==> src/rtl/ether.sv <==
// RMII-style receive framer: locks onto preamble+SFD and forwards payload words
// with one cycle of latency until carrier drops.
module ether #(
    parameter int N = 4
) (
    input  logic         clk,
    input  logic         rst,
    input  logic [N-1:0] rxd,
    input  logic         crsdv,
    output logic         axiov,
    output logic [N-1:0] axiod
);
    localparam int PRE_LEN = 64 / N - 1;
    localparam int CW      = $clog2(PRE_LEN + 1);

    // Built by loop so N=2 avoids a zero-width replication for the SFD.
    function automatic logic [N-1:0] mk_pre();
        logic [N-1:0] p;
        p = '0;
        for (int i = 0; i < N / 2; i++) p[2*i +: 2] = 2'b01;
        return p;
    endfunction

    function automatic logic [N-1:0] mk_sfd();
        logic [N-1:0] p;
        p = mk_pre();
        p[N-1 -: 2] = 2'b11;
        return p;
    endfunction

    localparam logic [N-1:0]  PRE     = mk_pre();
    localparam logic [N-1:0]  SFD     = mk_sfd();
    localparam logic [CW-1:0] PRE_CNT = CW'(PRE_LEN);

    typedef enum logic [1:0] {S_IDLE, S_PRE, S_DATA, S_ERR} state_t;

    state_t        state_q;
    logic [CW-1:0] cnt_q;
    logic          axiov_q;
    logic [N-1:0]  axiod_q;

    always_ff @(posedge clk) begin
        if (rst) begin
            state_q <= S_IDLE;
            cnt_q   <= '0;
            axiov_q <= 1'b0;
            axiod_q <= '0;
        end else if (!crsdv) begin
            // Carrier loss aborts whatever was in progress.
            state_q <= S_IDLE;
            cnt_q   <= '0;
            axiov_q <= 1'b0;
        end else begin
            axiov_q <= 1'b0;
            case (state_q)
                S_IDLE: begin
                    if (rxd == PRE) begin
                        state_q <= S_PRE;
                        cnt_q   <= CW'(1);
                    end else begin
                        state_q <= S_ERR;
                    end
                end
                S_PRE: begin
                    if (cnt_q < PRE_CNT) begin
                        if (rxd == PRE) cnt_q <= cnt_q + CW'(1);
                        else            state_q <= S_ERR;
                    end else if (rxd == SFD) begin
                        state_q <= S_DATA;
                    end else begin
                        state_q <= S_ERR;
                    end
                end
                S_DATA: begin
                    axiov_q <= 1'b1;
                    axiod_q <= rxd;
                end
                default: state_q <= S_ERR;
            endcase
        end
    end

    assign axiov = axiov_q;
    assign axiod = axiod_q;
endmodule

==> config.mk <==
export PLATFORM = sky130hd
export DESIGN_NAME = ether
export DESIGN_NICKNAME = d
export VERILOG_FILES = /design/src/rtl/ether.sv
export SDC_FILE = /design/constraint.sdc
export NUM_CORES = 1
export LEC_CHECK = 0
export ABC_AREA = 1
export ABC_CLOCK_PERIOD_IN_PS = 1600
export CAP_MARGIN = 10
export CORE_AREA = 2 2 39 41
export CTS_BUF_LIST = sky130_fd_sc_hd__clkbuf_4
export CTS_CLUSTER_SIZE = 16
export DETAILED_ROUTE_END_ITERATION = 8
export DIE_AREA = 0 0 41 43
export PLACE_DENSITY = 0.68
export SLEW_MARGIN = 20
export SYNTH_ARGS = -nofsm -noshare
export SYNTH_HDL_FRONTEND = slang
export SYNTH_SLANG_ARGS = --single-unit
==> constraint.sdc <==
create_clock -name clk -period 1.6 [get_ports clk]
set_clock_uncertainty 0.15 [all_clocks]
set_input_delay 0.16 -clock clk [delete_from_list [all_inputs] [get_ports clk]]
set_output_delay 0.16 -clock clk [all_outputs]
set_load 0.005 [all_outputs]
==> run_results.csv, run 1 <==
group,metric,value,unit
worst_setup_path,reg2reg_from,"cnt_q[0]",
place,placed_area,692,µm²
worst_setup_path,cp_slowest_cell,"clkdlybuf4s50_1",
cts,cts_tree,"built",
synthesis,synth.ff_latch_count,11,
finish,drive_gt1_share,16.8,%
place,gp_congestion,0.745,
synthesis,syn-cell-area,554,µm²
grt,grt_pass1_vias,502,
cts,cts.sinks,11,
detailed_routing,routed_wirelength,1070,µm
floorplanning,dieWidth,41,µm
finish,final_cell_mix,"nand2_1, inv_1, dfxtp_1, clkdlybuf4s50_1, nor2_1",
worst_setup_path,cp-start-kind,"register",
sta,tightest_slew,0.234,ns
cts,cts_setup_buffers,0,
worst_setup_path,crit_family,"buffers and inverters",
floorplanning,core_area,1380,µm²
grt,antenna_found_initial,0,
synthesis,synth.yosys.seq_area_share,39.7,%
worst_setup_path,end_kind,"output port",
synthesis,synthCells,79,
detailed_routing,wl_per_cell,9.63,µm
power,power_density,776,nW/µm²
min_path,hold_path_depth,2,
worst_setup_path,cp_max_fo,2,
flow_run,cap_violations,0,
worst_setup_path,worstPathRequired,1.29,ns
min_path,hp-class,"reg2reg",
sta,finalMaxSlewViolations,0,
sta,tns,0,ns
cts,cts_resized,0,
sta,relSlewSlack,84.4,%
finish,mostFrequentLayoutCell,"nand2_1",
floorplanning,die_area,1760,µm²
worst_setup_path,reg2reg_slack,0.23,ns
worst_setup_path,crit_chain,"clkdlybuf4s50_1",
sta,period_needed,1.42,ns
floorplanning,fp.dieH,43,µm
synthesis,synth_cell_types,15,
grt,grt_max_degree,7,
synthesis,synth_area_per_cell,7.02,µm²
synthesis,synth_fp_nets,87,
synthesis,ys_warn_count,0,
min_path,holdPathEnd,"axiod[1]",
detailed_routing,vias,517,
worst_setup_path,reg2reg_depth,8,
cts,ctsHoldBuffers,0,
finish,antennaDiodeCount,0,
grt,grt_pass1_wl,1980,µm
finish,finish.instance_area,722,µm²
grt,grt-ovfl-total,0,
cts,max-clock-path-buffers,2,
worst_setup_path,path_buf_inv,1,
grt,grt.total_usage,17.1,%
min_path,min_from,"axiod[1]",
detailed_routing,antenna_left,0,
sta,post-route-period-util,88.8,%
status,status,"completed",
worst_setup_path,timing.rr.end,"cnt_q[0]",
power,ir_worst_vdd,481,µV
sta,fmax,0.704,GHz
cts,clk_latency,0.27,ns
sta,setup_violations,0,
place,io_buffers,11,
cts,cts_htree_levels,1,
cts,cts_root_buf,"clkbuf_4",
sta,finalHoldViolCount,0,
worst_setup_path,critical_path_class,"reg2out",
worst_setup_path,cp.arrival,1.11,ns
power,p_leak,0.292,nW
detailed_routing,drt_iter0_markers,4,
floorplanning,rows,14,
sta,rsz0062_at_grt,"false",
worst_setup_path,cpPeakStageDelay,0.50,ns
detailed_routing,drtPass1Iterations,4,
detailed_routing,vias_per_cell,4.66,
place,dp_hpwl,853,µm
finish,area_delta_synth_final,30.2,%
detailed_routing,drc,0,
finish,nNetsFinal,104,
cts,clk_pin_slew,0.07,ns
floorplanning,ios,12,
floorplanning,start_util,40.1,%
cts,cts_buffers,3,
-- synthesized netlist by cell type --
cell type | number | area [µm²]
nor2_1 | 10 | 37.5
nor2_2 | 2 | 12.5
nand3_4 | 1 | 17.5
a21oi_1 | 6 | 30.0
nand2_1 | 15 | 56.3
inv_2 | 3 | 11.3
inv_1 | 12 | 45.0
dfxtp_1 | 11 | 220
nand2_2 | 2 | 12.5
ha_1 | 1 | 12.5
nor2_4 | 2 | 22.5
nand3_1 | 8 | 40.0
a21oi_2 | 1 | 8.76
o21ai_1 | 3 | 15.0
nand4_1 | 2 | 12.5
-- sequential cells by signal, summed over array words and instances, names as in the netlist --
register,cells
axiod,4
axiov,1
cnt_q,4
state_q,2
-- where the power goes --
part	switching [W]	internal (W)	leakage, nW
clock network	0.0000968	0.000114	0.0184
registers	0.00000455	0.000281	0.0894
logic	0.0000328	0.0000313	0.185
-- per-stage QoR --
stage          hold WS, ns  std cells  setup slack, ns  total power (W)  util, %
2_1_floorplan       0.0791         79            0.335         0.000320        -
3_3_place_gp         0.301        107            0.135         0.000356     50.0
3_5_place_dp         0.300        107            0.116         0.000356     50.0
4_1_cts              0.316        111            0.167         0.000566     52.2
5_1_grt              0.345        111            0.131         0.000584     52.2
6_report             0.312        111            0.179         0.000560     52.2
-- per-layer routing --
metal	vias up	GRT usage (%)	part of all wire [%]
met5	-	0	0
met4	0	12.0	3.7
met3	5	6.28	5.8
met2	12	24.4	46
met1	221	20.2	44
li1	279	-	-
-- worst max path at each step --
stage,start,endpoint,depth (start not counted)
global route,cnt_q[0],cnt_q[0],8
finish,axiod[0],axiod[0],1
CTS,axiod[0],axiod[0],1
detailed placement,rxd[0],cnt_q[0],6
global placement,rxd[0],cnt_q[0],6
floorplan,cnt_q[0],cnt_q[0],8
-- kinds of logic (layout without fill, tap and decap cells) --
group | after synthesis | in the layout | share of synthesized area [%]
AO/OA/AOI/OAI | 10 | 10 | 9.71
adder cells (fa/ha/maj) | 1 | 1 | 2.26
buffers and inverters | 15 | 31 | 10.2
flip-flops | 11 | 11 | 39.7
AND/OR/NAND/NOR | 42 | 42 | 38.1
-- cell type report --
class / instances / area (µm²)
inverter: 15 / 56.3
timing repair buffer: 12 / 118
fill: 139 / 662
clock buffer: 4 / 30.0
sequential: 11 / 220
tap: 16 / 20.0
multi-input combinational: 53 / 278
Power figures use the tool's default switching activity.
==> inputs of run 2 (changes only) <==
- CTS_CLUSTER_DIAMETER: default -> 50
==> results of run 2 <==
Same layout as run 1: the final DEF is identical, and so are final timing and power.
